===== src/rtl/program_loader.sv =====
// Program loader: holds the CPU in reset, streams a program into instruction
// memory, zero-fills the remainder, then runs the CPU for a bounded time.
module program_loader #(
    parameter int unsigned WORD_WIDTH     = 32,
    parameter int unsigned INSTR_MEM_SIZE = 32,
    parameter int unsigned ADDR_WIDTH     = 5,
    parameter int unsigned RUN_CYCLES     = 6
) (
    input  logic                    clock,
    input  logic                    reset,
    input  logic                    load_start,
    input  logic [ADDR_WIDTH:0]     load_length,
    input  logic                    in_valid,
    output logic                    in_ready,
    input  logic [WORD_WIDTH-1:0]   in_data,
    input  logic                    stop,
    output logic                    mem_we,
    output logic [ADDR_WIDTH-1:0]   mem_addr,
    output logic [WORD_WIDTH-1:0]   mem_wdata,
    output logic                    cpu_reset,
    output logic                    busy,
    output logic                    done,
    output logic                    load_error,
    output logic [31:0]             cycle_count
);

    localparam int unsigned LEN_WIDTH = ADDR_WIDTH + 1;
    localparam logic [LEN_WIDTH-1:0]  MEM_SIZE_L = LEN_WIDTH'(INSTR_MEM_SIZE);
    localparam logic [ADDR_WIDTH-1:0] LAST_ADDR  = ADDR_WIDTH'(INSTR_MEM_SIZE - 1);
    localparam logic [31:0]           RUN_LIMIT  = 32'(RUN_CYCLES);

    typedef enum logic [2:0] {
        S_IDLE,
        S_LOAD,
        S_FILL,
        S_RUN,
        S_DONE
    } state_t;

    state_t                  state, state_next;
    logic [ADDR_WIDTH-1:0]   ptr, ptr_next;
    logic [LEN_WIDTH-1:0]    len, len_next;
    logic                    in_ready_next;
    logic                    mem_we_next;
    logic [ADDR_WIDTH-1:0]   mem_addr_next;
    logic [WORD_WIDTH-1:0]   mem_wdata_next;
    logic                    cpu_reset_next;
    logic                    busy_next;
    logic                    done_next;
    logic                    load_error_next;
    logic [31:0]             cycle_count_next;
    logic                    len_ok;
    logic                    last_word;
    logic [31:0]             count_inc;

    // State and registered outputs
    always_ff @(posedge clock or negedge reset) begin
        if (!reset) begin
            state       <= S_IDLE;
            ptr         <= '0;
            len         <= '0;
            in_ready    <= 1'b0;
            mem_we      <= 1'b0;
            mem_addr    <= '0;
            mem_wdata   <= '0;
            cpu_reset   <= 1'b0;
            busy        <= 1'b0;
            done        <= 1'b0;
            load_error  <= 1'b0;
            cycle_count <= '0;
        end else begin
            state       <= state_next;
            ptr         <= ptr_next;
            len         <= len_next;
            in_ready    <= in_ready_next;
            mem_we      <= mem_we_next;
            mem_addr    <= mem_addr_next;
            mem_wdata   <= mem_wdata_next;
            cpu_reset   <= cpu_reset_next;
            busy        <= busy_next;
            done        <= done_next;
            load_error  <= load_error_next;
            cycle_count <= cycle_count_next;
        end
    end

    // Next-state and next-output logic
    always_comb begin
        state_next       = state;
        ptr_next         = ptr;
        len_next         = len;
        in_ready_next    = 1'b0;
        mem_we_next      = 1'b0;
        mem_addr_next    = mem_addr;
        mem_wdata_next   = mem_wdata;
        cpu_reset_next   = 1'b0;
        load_error_next  = 1'b0;
        cycle_count_next = cycle_count;
        len_ok           = (load_length != '0) && (load_length <= MEM_SIZE_L);
        last_word        = ({1'b0, ptr} == (len - LEN_WIDTH'(1)));
        count_inc        = cycle_count + 32'd1;

        case (state)
            S_IDLE, S_DONE: begin
                if (load_start) begin
                    if (len_ok) begin
                        state_next       = S_LOAD;
                        ptr_next         = '0;
                        len_next         = load_length;
                        cycle_count_next = '0;
                        in_ready_next    = 1'b1;
                    end else begin
                        load_error_next  = 1'b1;
                    end
                end
            end
            S_LOAD: begin
                in_ready_next = 1'b1;
                if (in_valid && in_ready) begin
                    mem_we_next    = 1'b1;
                    mem_addr_next  = ptr;
                    mem_wdata_next = in_data;
                    ptr_next       = ptr + ADDR_WIDTH'(1);
                    if (last_word) begin
                        in_ready_next = 1'b0;
                        state_next    = (len < MEM_SIZE_L) ? S_FILL : S_RUN;
                    end
                end
            end
            S_FILL: begin
                mem_we_next    = 1'b1;
                mem_addr_next  = ptr;
                mem_wdata_next = '0;
                ptr_next       = ptr + ADDR_WIDTH'(1);
                if (ptr == LAST_ADDR) begin
                    state_next = S_RUN;
                end
            end
            S_RUN: begin
                // First RUN cycle still carries the final write; CPU is released after it
                cpu_reset_next = 1'b1;
                if (cpu_reset) begin
                    cycle_count_next = count_inc;
                end
                if (stop || (cpu_reset && (RUN_LIMIT != 32'd0) && (count_inc == RUN_LIMIT))) begin
                    state_next     = S_DONE;
                    cpu_reset_next = 1'b0;
                end
            end
            default: begin
                state_next = S_IDLE;
            end
        endcase

        busy_next = (state_next == S_LOAD) || (state_next == S_FILL) || (state_next == S_RUN);
        done_next = (state_next == S_DONE);
    end

endmodule


===== config.mk =====
export PLATFORM = sky130hd
export DESIGN_NAME = program_loader
export DESIGN_NICKNAME = d
export VERILOG_FILES = /design/src/rtl/program_loader.sv
export SDC_FILE = /design/constraint.sdc
export NUM_CORES = 1
export LEC_CHECK = 0
export ABC_CLOCK_PERIOD_IN_PS = 3300
export CORE_MARGIN = 5
export CORE_UTILIZATION = 50
export DETAILED_ROUTE_END_ITERATION = 8
export PLACE_DENSITY_LB_ADDON = 0.08
export SYNTH_ARGS = -nofsm -noshare
export SYNTH_HDL_FRONTEND = slang
export SYNTH_SLANG_ARGS = --single-unit

===== constraint.sdc =====
create_clock -name clock -period 3.3 [get_ports clock]
set_input_delay 0.825 -clock clock [delete_from_list [all_inputs] [get_ports clock]]
set_output_delay 0.825 -clock clock [all_outputs]
set_load 0.005 [all_outputs]

## Yosys cells after proc, flatten, opt, wreduce, memory -nomap -nowiden

Cells that the tools add are included.

- Flip-flop bits (word level): 89
- Input port bits: 43
- Output and inout bits: 75
- Logic and storage cells: 80

- $add $sub $neg: 3
- $lt $le $gt $ge: 2
- Eq/ne operators: 15
- Muxes and demuxes: 32
- Reduce and logical (&&, ||, !) cells: 16

Operators with widths:

| operator | number |
|---|---|
| 2-to-1 mux 32 bit | 4 |
| case mux 32 bit (2 select lines) | 2 |
| adder 32 x 1 -> 32 bit (second input constant) | 1 |
| == test 32 x 3 -> 1 bit (second input constant) | 1 |
| 2-to-1 mux 5 bit | 4 |
| 2-to-1 mux 3 bit | 6 |
| case mux 5 bit (3 select lines) | 1 |
| == test 3 x 2 -> 1 bit (second input constant) | 4 |
| case mux 3 bit (4 select lines) | 1 |
| 2-to-1 mux 1 bit | 11 |
| case mux 5 bit (2 select lines) | 1 |
| inequality test 2 bit (second input constant) | 4 |
| AND reduction 4 bit | 2 |
| == test 3 x 1 -> 1 bit (second input constant) | 2 |
| == test 3 bit (second input constant) | 2 |
| == test 5 x 6 -> 1 bit | 1 |
| <= comparator 6 bit (second input constant) | 1 |
| less-than comparator 6 bit (second input constant) | 1 |
| nonzero test 6 bit | 1 |
| subtractor 6 x 1 -> 6 bit (second input constant) | 1 |
| adder 5 x 1 -> 5 bit (second input constant) | 1 |
| == test 5 bit (second input constant) | 1 |
| case mux 1 bit (2 select lines) | 2 |
| nonzero test 2 bit | 2 |
| other kinds (7) | 11 |

## Depth between registers and ports, before layout

- Word-level depth: 9
- Gate-level depth with buffers: 9
- Depth with buffers taken out: 9

## Least setup slack after synthesis

No wires, ideal clock.

- Kind: in2reg
- Start point: input load_length[0]
- End point: register cycle_count[20]
- Library setup time: 0.133 ns
- Arrival time: 2.742 ns
- Required time: 3.167 ns
- Slack: 0.426 ns
- Stages: 8
- Buffers on the path: 1
- Cells stage by stage: or4_1 > o21ai_0 > nand3_1 > nor3_1 > nor2_1 > clkbuf_1 > o21ai_0 > o31ai_1

- Cells in the longest elaborated chain, start to end: 4
- Elaborated cells between the ends (all ways): 5
- Classes of those cells: 1 x order compare; 1 x eq/ne; 3 x reduce/logical

RTL lines:

| item | RTL line | text |
|---|---|---|
| start, declared | 12 | `input logic [ADDR_WIDTH:0] load_length,` |
| <= comparator 6 bit / nonzero test 6 bit (equally long branches) | 99 | `len_ok = (load_length != '0) && (load_length <= MEM_SIZE_L);` |
| logical AND 1 bit (*) | 99 |  |
| inequality test 2 bit (no source line) (*) | -- |  |
| AND reduction 4 bit (no source line) (*) | -- |  |
| end signal, assigned | 83 | `cycle_count <= cycle_count_next;` |
| end, declared | 24 | `output logic [31:0] cycle_count` |

Mark *: on every way between the ends. The rest lies on a longest branch, timed or not.
A chain may end at the register's enable or synchronous reset.

## Worst setup path in the final report

- Start point: register cycle_count[12]
- End point: register busy

- Cells in the longest elaborated chain, start to end: 9
- Elaborated cells between the ends (all ways): 11
- Classes of those cells: 1 x add/sub; 4 x eq/ne; 2 x mux; 4 x reduce/logical

RTL lines:

| item | RTL line | text |
|---|---|---|
| adder 32 x 1 -> 32 bit (*) | 101 | `count_inc = cycle_count + 32'd1;` |
| == test 32 x 3 -> 1 bit (*) | 145 | `if (stop \|\| (cpu_reset && (RUN_LIMIT != 32'd0) && (count_inc == RUN_LIMIT))) begin` |
| logical AND 1 bit (*) | 145 |  |
| logical OR 1 bit (*) | 145 |  |
| 2-to-1 mux 3 bit (*) | 145 |  |
| case mux 3 bit (4 select lines) (*) | 103 | `case (state)` |
| == test 3 x 1 -> 1 bit / == test 3 x 2 -> 1 bit (equally long branches) | 155 | `busy_next = (state_next == S_LOAD) \|\| (state_next == S_FILL) \|\| (state_next == S_RUN);` |
| logical OR 1 bit | 155 |  |
| logical OR 1 bit (*) | 155 |  |
| named net busy_next | 48 | `logic busy_next;` |
| end signal, assigned | 80 | `busy <= busy_next;` |
| end, declared | 21 | `output logic busy,` |

The timed path passes the listed nets; every way through them passes the cells marked *.

==> qor.yml <==
status: "complete, no violations"
cts_root_buffer: "clkbuf_8"
htreeDepth: 3
syn_area_sq_mm: 0.00483
critPathCaptureType: "flip-flop"
ir_drop_mv: 0.373
die_h_um: 108
grt_max_degree: 49
cts_setup_buffers: 0
maxSlewHeadroom_pct: 27.3
synth.distinct_cells: 61
vias_per_cell: 5.81
regToRegStartpoint: "cycle_count[12]"
post_cts_resized: 0
critPathTopFamily: "simple AND/OR/NAND/NOR gates"
worstMarginPinSlew_ps: 1090
yosysMostFrequentCell: "nand2_1"
hold_violations: 0
cts.clk_slew.worst_paths_ps: 100
skew_ps: 15.3
tritoncts: "built"
stdcell_count: 826
cp-start-kind: "flip-flop"
cp.required_ps: 3520
cts_buffers: 9
yosys.area.top_type: "dfrtp_1"
drc: 0
swShare_pct: 37.9
cts_hold_buffers: 0
syn2layout_area_growth_pct: 33.5
vias: 4796
p_int_mw: 3.22
cpMaxStageDelayCell: "or3_2"
setup_viol: 0
worstPathMaxFanout: 10
gp_congestion: 0.841
synth.net_count: 624
fmax_mhz: 343
groute.usage.overall_pct: 24.1
synthTopCellsByArea: "dfrtp_1, nand2_1, nand3_1"
p_sw_mw: 1.97
finalSetupTns_ps: 0
clock_sinks: 89
worst_r2r_path_depth: 7
synthArstFlopShare_pct: 100
yosys-top-cells-count: "nand2_1, dfrtp_1, nand3_1"
r2r_end: "busy"
die-area_sq_mm: 0.0117
hpwl_um: 9820
avgSynthCellArea_sq_um: 8.39
hp-class: "input pin to async pin"
dp_cells: 810
comb_power_share_pct: 43.9
io_pins: 118
drt_wl_total_um: 13900
core_sq_mm: 0.00933
period_share_pct: 88.3
start_util_pct: 51.8
clockBufferDepth: 2
num_rows: 35
dieWidth_um: 108
seqPwrFrac_pct: 39.1
syn_inst: 576
wl_per_cell_um: 16.9
synth_edf_count: 0
clk_latency_ps: 360
seq_area_frac_synth_pct: 46.1
final_layout_size_suffix_gt1_share_pct: 8.46
fin_crit_ps: 2920
io_buffers: 117
synth_top_area_share_pct: 46.1
rsz0062_at_grt: "false"
ys_ff_latch: 89
yosys_warnings: 0
num_antenna_cells: 0
antenna_found_initial: 0
grt_remaining_overflow: 0
powerDensity_mw_per_mm2: 804
grt_pass1_vias: 4645
crit_chain: "nand4_2 -> or3_2 -> o31ai_2 -> nand4_1 -> or4_4 -> o31ai_4 -> a311oi_1"
finalNetCount: 740
crit_type: "flip-flop to flip-flop"
drt-pass1-iter-count: 4
maxCapViolCount: 0
timing.critical_path.buf_inv: 0
antenna_left: 0
regToRegSetupSlack_ps: 380
grt_pass1_wl_um: 22700
drt_first_iter_violations: 305
arrival_ps: 3140
critPathMaxStageDelay_ps: 590
maxSlewViolCount: 0
clkPwrFrac_pct: 17.0
p_leak_nw: 2.83
synth-main-ff-cell: "dfrtp_1"
==> final cells by class <==
cell class / count / area [sq um]
fill: 789 / 2880
clock inverter: 6 / 96.3
multi-input combinational: 441 / 2430
inverter: 11 / 41.3
sequential: 89 / 2230
timing repair buffer: 140 / 1350
clock buffer: 10 / 138
tap: 129 / 161
==> stage by stage <==
step / setup slack [ps] / utilization (%) / hold WS, ps / power, mW / area [sq um]
2_1_floorplan: 426 / - / 463 / 3.09 / 4830
3_5_place_dp: 109 / 66.7 / 455 / 4.33 / 6220
5_1_grt: 124 / 69.2 / 522 / 5.55 / 6450
3_3_place_gp: 248 / 66.7 / 452 / 4.23 / 6220
6_report: 385 / 69.2 / 457 / 5.19 / 6450
4_1_cts: 392 / 69.2 / 479 / 5.22 / 6450
==> layout by cell type (no fill, tap or decap), types with 3 or more instances in the layout <==
master,synthesis,final
o21ai_0,49,49
clkbuf_8,0,10
inv_1,10,10
ha_1,5,5
a21o_1,3,3
dfrtp_1,89,89
and4_1,4,4
nand3_1,51,51
xor2_1,8,8
a21oi_1,18,18
nor4_1,6,6
o31ai_1,8,8
clkdlybuf4s50_1,0,116
o311ai_0,3,3
a211oi_1,3,3
nand2_1,124,124
or4_1,3,3
and2_1,7,7
or2_2,4,4
or3_1,5,5
nor3b_1,4,4
xnor2_1,7,7
nand4_1,19,19
nor3_1,10,9
nand2b_1,4,4
and3_1,13,13
nor2_1,36,36
a31oi_1,9,9
buf_4,0,23
==> power groups by stage <==
stage                     combinational [mW]  clock, mW  sequential (mW)
after floorplan                         1.15          0             1.93
after global placement                  2.23          0             2.01
after detailed placement                2.29          0             2.04
after CTS                               2.31      0.895             2.02
after global routing                    2.51      0.934             2.11
final                                   2.28      0.883             2.03
==> registers in the layout, indices dropped and copies added (netlist names) <==
signal	count
mem_we	1
mem_addr	5
mem_wdata	32
in_ready	1
load_error	1
cpu_reset	1
done	1
state	3
ptr	5
cycle_count	32
len	6
busy	1
==> worst max path at each step <==
stage | start | end | depth (start not counted) | slack, ps
2_1_floorplan | load_length[0] | cycle_count[20] | 8 | 430
3_3_place_gp | load_length[0] | cycle_count[20] | 9 | 250
3_5_place_dp | load_length[0] | cycle_count[29] | 9 | 110
4_1_cts | cycle_count[12] | done | 7 | 390
5_1_grt | cycle_count[0] | busy | 9 | 120
6_report | cycle_count[12] | busy | 7 | 380
==> logic make-up after synthesis <==
group	share of synthesized area (%)
simple gates	31.3
flops	46.1
mux	0.414
fa+ha+maj	1.29
xor+xnor	2.72
compound gates	14.6
buf+inv	3.65
==> layer usage <==
metal | share of wire [%] | global-route usage, %
met2 | 49 | 41.7
met3 | 5.0 | 3.28
met1 | 44 | 30.8
met5 | 0 | 0
met4 | 2.3 | 8.93
Power figures use the tool's default switching activity.
